[src/rtl/imem_pkg.sv]
// ============================================================================
// imem_pkg : shared types and constants for the loadable instruction memory
// Rev 1.0
// ============================================================================
`default_nettype none

package imem_pkg;

    typedef enum logic [0:0] {
        S_LOAD = 1'b0,
        S_RUN  = 1'b1
    } imem_state_t;

    localparam logic [63:0] NOP_INSTR = '0;

    typedef struct packed {
        logic misaligned;
        logic out_of_range;
        logic unloaded;
    } imem_fault_t;

endpackage

`default_nettype wire

[src/rtl/imem_ram.sv]
// ============================================================================
// imem_ram : single-write, synchronous-read RAM without reset
// Rev 1.0
// ============================================================================
`default_nettype none

module imem_ram
    import imem_pkg::*;
#(
    parameter int N     = 32,
    parameter int DEPTH = 64,
    localparam int AW   = $clog2(DEPTH)
) (
    input  logic          clk,
    input  logic          we,
    input  logic [AW-1:0] waddr,
    input  logic [N-1:0]  wdata,
    input  logic          re,
    input  logic [AW-1:0] raddr,
    output logic [N-1:0]  rdata
);

    logic [N-1:0] mem [DEPTH];

    always_ff @(posedge clk) begin
        if (we) begin
            mem[waddr] <= wdata;
        end
        if (re) begin
            rdata <= mem[raddr];
        end
    end

endmodule

`default_nettype wire

[src/rtl/imem_loader.sv]
// ============================================================================
// imem_loader : loadable LEGv8 instruction memory with registered fetch port
// Rev 1.0 -- optional fault reporting enabled by defining IMEM_FAULT_EN
// ============================================================================
`default_nettype none

module imem_loader
    import imem_pkg::*;
#(
    parameter int N     = 32,
    parameter int DEPTH = 64,
    localparam int AW   = $clog2(DEPTH)
) (
    input  logic          clk,
    input  logic          reset,
    input  logic          ld_valid,
    input  logic [N-1:0]  ld_data,
    input  logic          ld_last,
    output logic          ld_ready,
    input  logic          reload,
    input  logic          req_valid,
    input  logic [63:0]   req_pc,
    output logic          req_ready,
    output logic          rsp_valid,
    input  logic          rsp_ready,
    output logic [N-1:0]  rsp_instr,
    output logic          rsp_fault,
    input  logic          flush,
    output logic          loaded,
    output logic [AW:0]   count
);

    imem_state_t   state;
    logic          rsp_zero;
    logic [N-1:0]  ram_rdata;
    logic [AW-1:0] rd_idx;
    logic          unloaded;
    logic          ld_fire;
    logic          req_fire;
    logic          nxt_zero;
    logic          nxt_fault;

    assign ld_ready  = (state == S_LOAD);
    assign loaded    = (state == S_RUN);
    assign req_ready = (state == S_RUN) && !flush && (!rsp_valid || rsp_ready);
    assign ld_fire   = ld_valid && ld_ready;
    assign req_fire  = req_valid && req_ready;
    assign rd_idx    = req_pc[AW+1:2];
    assign unloaded  = ({1'b0, rd_idx} >= count);

`ifdef IMEM_FAULT_EN
    imem_fault_t why;
    assign why = '{misaligned:   (req_pc[1:0] != 2'b00),
                   out_of_range: (req_pc[63:AW+2] != '0),
                   unloaded:     unloaded};
    assign nxt_fault = |why;
    assign nxt_zero  = |why;
`else
    logic unused_pc_bits;
    assign unused_pc_bits = ^{req_pc[63:AW+2], req_pc[1:0]};
    assign nxt_fault = 1'b0;
    assign nxt_zero  = unloaded;
`endif

    imem_ram #(.N(N), .DEPTH(DEPTH)) u_ram (
        .clk   (clk),
        .we    (ld_fire && !reload),
        .waddr (count[AW-1:0]),
        .wdata (ld_data),
        .re    (req_fire && !reload),
        .raddr (rd_idx),
        .rdata (ram_rdata)
    );

    // RAM output carries no reset, so a registered flag forces the response to NOP
    assign rsp_instr = rsp_zero ? N'(NOP_INSTR) : ram_rdata;

    always_ff @(posedge clk or negedge reset) begin
        if (!reset) begin
            state     <= S_LOAD;
            count     <= '0;
            rsp_valid <= 1'b0;
            rsp_zero  <= 1'b1;
            rsp_fault <= 1'b0;
        end else if (reload) begin
            state     <= S_LOAD;
            count     <= '0;
            rsp_valid <= 1'b0;
            rsp_zero  <= 1'b1;
            rsp_fault <= 1'b0;
        end else begin
            case (state)
                S_LOAD: begin
                    if (ld_fire) begin
                        count <= count + 1'b1;
                        if (ld_last || (count == (AW+1)'(DEPTH-1))) begin
                            state <= S_RUN;
                        end
                    end
                end
                S_RUN: begin
                    if (req_fire) begin
                        rsp_valid <= 1'b1;
                        rsp_zero  <= nxt_zero;
                        rsp_fault <= nxt_fault;
                    end else if (rsp_ready) begin
                        rsp_valid <= 1'b0;
                    end
                end
                default: state <= S_LOAD;
            endcase
            if (flush) begin
                rsp_valid <= 1'b0;
            end
        end
    end

endmodule

`default_nettype wire

[config.mk]
export PLATFORM = sky130hd
export DESIGN_NAME = imem_loader
export DESIGN_NICKNAME = d
export VERILOG_FILES = /design/src/rtl/imem_pkg.sv /design/src/rtl/imem_ram.sv /design/src/rtl/imem_loader.sv
export SDC_FILE = /design/constraint.sdc
export NUM_CORES = 2
export LEC_CHECK = 0
export BUFFER_PORTS_ARGS = -buffer_cell sky130_fd_sc_hd__clkbuf_2
export CAP_MARGIN = 40
export CORE_UTILIZATION = 62
export DETAILED_ROUTE_END_ITERATION = 16
export PLACE_DENSITY_LB_ADDON = 0.15
export RECOVER_POWER = 25
export SYNTH_ARGS = -nofsm -noshare
export SYNTH_HDL_FRONTEND = slang
export SYNTH_SLANG_ARGS = --single-unit
[constraint.sdc]
create_clock -name clk -period 3.4 [get_ports clk]
set_input_delay 0.17 -clock clk [delete_from_list [all_inputs] [get_ports clk]]
set_output_delay 0.17 -clock clk [all_outputs]
set_load 0.02 [all_outputs]
==> impl_metrics.py <==
metrics = {
    "final_layout": {
        "nets": 3962,
        "area_growth_pct": 14.50,
        "drive_gt1_frac": 0.2832,
        "final_util": 0.7150,
        "antenna_cells": 0,
        "fillCellCount": 7105,
    },
    "timing": {
        "maxSlewViolCount": 1039,
        "period_share": 0.8037,
        "slew_headroom": -0.6544,
        "hold_ws_ns": 0.2211,
        "grt_setup_unrepaired": "no",
        "hold_violations": 0,
        "clock-skew-final_ns": 0.02754,
        "timing.fmax_mhz": 366.0,
        "fin_crit_ns": 2.733,
        "setup_viol": 0,
        "tns_ns": 0,
        "worst_pin_slew_ns": 2.482,
    },
    "cts": {
        "htree_levels": 4,
        "cts_buffers": 199,
        "clk_latency_ns": 0.83,
        "cts.path.max_buffers": 3,
        "cts_tree": "done",
        "path_clk_slew_ns": 0.07,
        "cts-root-buf": "clkbuf_16",
        "post-cts-setup-buffers": 0,
        "clock-sinks": 2090,
    },
    "drt": {
        "wirelength_um": 201500,
        "first_pass_iters": 5,
        "vias": 39748,
        "route.detailed.drc": 0,
        "via_per_inst": 6.998,
        "drtAntennaViolNets": 0,
        "drt_iter0_drc": 6222,
        "wl_per_cell_um": 35.48,
    },
    "floorplan": {
        "pin_count": 148,
        "dieArea_mm2": 0.1297,
        "core_area_mm2": 0.1274,
        "initial_core_util": 0.6245,
        "fp.dieW_um": 360.2,
        "die_y_um": 360.2,
        "rows": 131,
    },
    "placement": {
        "io_buffers": 88,
        "hpwlAfterDp_um": 114500,
        "gp_congestion": 0.8628,
    },
    "worst_setup_path": {
        "cp-start-kind": "flop",
        "cp_max_fo": 22,
        "r2r-start": "loaded$_DFF_PN0_",
        "cp_slowest_cell": "dfrtp_1",
        "cpPeakStageDelay_ns": 0.52,
        "reg2regPathDepth": 7,
        "rrSetupSlack_ns": 0.67,
        "worst_setup_path_end_kind": "flop",
        "cp.arrival_ns": 3.24,
        "r2r-end": "u_ram.mem[31][5]$_DFFE_PP_",
        "worstSetupPathType": "reg2reg",
        "required_ns": 3.91,
        "crit_chain": "inv_1 -> nand2_1 -> nor3b_1 -> nand3_1 -> buf_4 -> nor2_4 -> buf_12",
    },
    "power": {
        "netSwitchingPower_w": 0.01083,
        "switching_share": 0.2064,
        "leakagePower_nw": 28.57,
        "power.density_mw_per_mm2": 576.0,
        "ir_worst_vdd_mv": 0.5983,
        "pwr-share-comb": 0.049,
        "clock_power_share": 0.409,
        "internal_power_w": 0.04163,
        "seqPwrFrac": 0.542,
    },
    "status": {
        "violations": "max-capacitance violations, max-slew violations",
        "status": "complete, but fails checks",
    },
    "global_routing": {
        "grt_max_degree": 65,
        "grt-busiest-layer": "met2",
        "grt_pass1_vias": 40128,
        "grt_pass1_wl_um": 286600,
        "antenna_found_initial": 11,
        "gr-total-overflow": 0,
        "use_met3": 0.06787,
        "grt_use_met2": 0.4933,
        "grt_usage": 0.3154,
        "met1_usage": 0.4543,
    },
    "hold_path": {
        "holdPathEnd": "u_ram.rdata[12]$_DFFE_PP_",
        "min_from": "req_pc[4]",
        "hold_class": "in2reg",
        "hold_depth": 4,
    },
    "run": {
        "cap_violations": 21,
    },
    "synthesis": {
        "yosys.area.top_type": "edfxtp_1",
        "yosysSeqAreaShare": 0.7885,
        "syn-cell-area_mm2": 0.07953,
        "async_flop_share": 0.004785,
        "yosysWarnings": 0,
        "ys_types": 46,
        "synth_nets": 3556,
        "synth_top_area_share": 0.7854,
        "synth_area_leaders": "edfxtp_1, mux4_2, mux2i_1",
        "syn_inst": 3445,
        "synth-seq-cells": 2090,
        "synth_edf_count": 2080,
        "avgSynthCellArea_um2": 23.08,
        "synth_ff_type": "edfxtp_1",
    },
}
-- worst max-delay path, delay by kind of cell (launching register included) --
family                 cells  cell delay [ns]
AND/OR/NAND/NOR            4             1.18
buffers and inverters      3             0.68
flip-flops                 1             0.52
-- synthesized netlist by cell type, types with 3 or more instances --
cell type  count
and2_1         4
mux4_2       498
buf_4         44
clkbuf_1      84
o31ai_1        3
o221ai_1      34
nor2_1       110
buf_1          7
a32oi_1        5
a22oi_1        5
xnor2_1        6
a22o_1        56
buf_6         18
o22ai_1       45
inv_1          8
a221oi_1      85
nand2_1       25
a211oi_1       8
dfrtp_1        9
o21ai_0        4
nor3_1        28
edfxtp_1    2080
nor2b_1       60
ha_1           7
buf_2         34
a21oi_1       54
or2_2          3
nand2b_1      13
mux2i_1       75
nand3_1       10
-- metrics by stage --
stage,power (W),setup WS (ns),area (um2),cells
6_report,0.05245,0.6674,91060,5680
4_1_cts,0.05264,0.6728,91400,5678
2_1_floorplan,0.03029,0.06773,79530,3445
3_3_place_gp,0.03136,0.4172,84220,5245
3_5_place_dp,0.03149,0.4158,84700,5269
5_1_grt,0.05371,0.5106,91060,5680
-- routing by layer --
layer | up-vias | wire [um] | share of wire
li1 | 15653 | - | -
met1 | 20994 | 76220 | 0.38
met2 | 2704 | 96630 | 0.48
met3 | 387 | 22760 | 0.11
met4 | 10 | 5849 | 0.029
met5 | - | 77 | 0.00038
-- placed cells by master (no fill, tap or decap), drive strengths merged, types with 13 or more instances in the layout --
cell,Yosys,routed
nand2,25,25
mux2i,75,75
inv,8,15
bufinv,0,16
nor3,28,28
a221oi,85,85
a21oi,54,54
o221ai,34,34
clkinv,0,84
mux4,498,498
dlygate4sd3,0,41
nand2b,13,13
a22o,56,56
buf,103,245
clkbuf,84,365
nor2,110,110
nor2b,60,60
o22ai,45,45
edfxtp,2080,2080
-- area by class of cell --
type	count	area (um2)	share of cell area
flip-flops and latches	2090	62710	0.6887
multi-input cells	1160	16260	0.1786
clock buffers	259	5333	0.05856
clock inverters	109	958.4	0.01053
well taps	1662	2079	0.02284
repair buffers	392	3684	0.04045
inverters	8	30.03	0.0003298
-- flip-flops by register name (all words and copies together) (netlist names) --
register     cells
rsp_valid        1
rsp_zero         1
count            7
loaded           1
u_ram.rdata     32
u_ram.mem     2048
-- repair_timing --
action	4_1_cts	5_1_grt
setup endpoints to repair	0	0
resized for setup	0	0
hold buffers	41	0
endpoints found under the hold margin	935	0
-- power groups by stage --
stage	clock network [W]	logic, W	registers [W]
floorplan	0	0.00133	0.0290
global placement	0	0.00238	0.0290
detailed placement	0	0.00254	0.0289
CTS	0.0216	0.00260	0.0284
global route	0.0226	0.00269	0.0284
finish	0.0215	0.00256	0.0284
-- kinds of logic after synthesis --
group                    after synthesis  synth area share
AO/OA/AOI/OAI                        308           0.02942
XOR/XNOR                               6         0.0006608
adder cells (fa/ha/maj)                7          0.001101
buffers and inverters                195           0.01351
flip-flops                          2090            0.7885
multiplexers                         575            0.1508
other                                  1        0.00004715
AND/OR/NAND/NOR                      263           0.01595
-- how the worst max path moves through the flow --
| stage | start | end | depth (start not counted) |
|---|---|---|---|
| 6_report | loaded$_DFF_PN0_ | u_ram.mem[31][5]$_DFFE_PP_ | 7 |
| 5_1_grt | loaded$_DFF_PN0_ | u_ram.mem[31][19]$_DFFE_PP_ | 7 |
| 4_1_cts | loaded$_DFF_PN0_ | u_ram.mem[31][19]$_DFFE_PP_ | 7 |
| 3_5_place_dp | req_pc[2] | u_ram.rdata[14]$_DFFE_PP_ | 6 |
| 3_3_place_gp | req_pc[2] | u_ram.rdata[26]$_DFFE_PP_ | 6 |
| 2_1_floorplan | loaded$_DFF_PN0_ | u_ram.rdata[0]$_DFFE_PP_ | 4 |
Power figures use the tool's default switching activity.
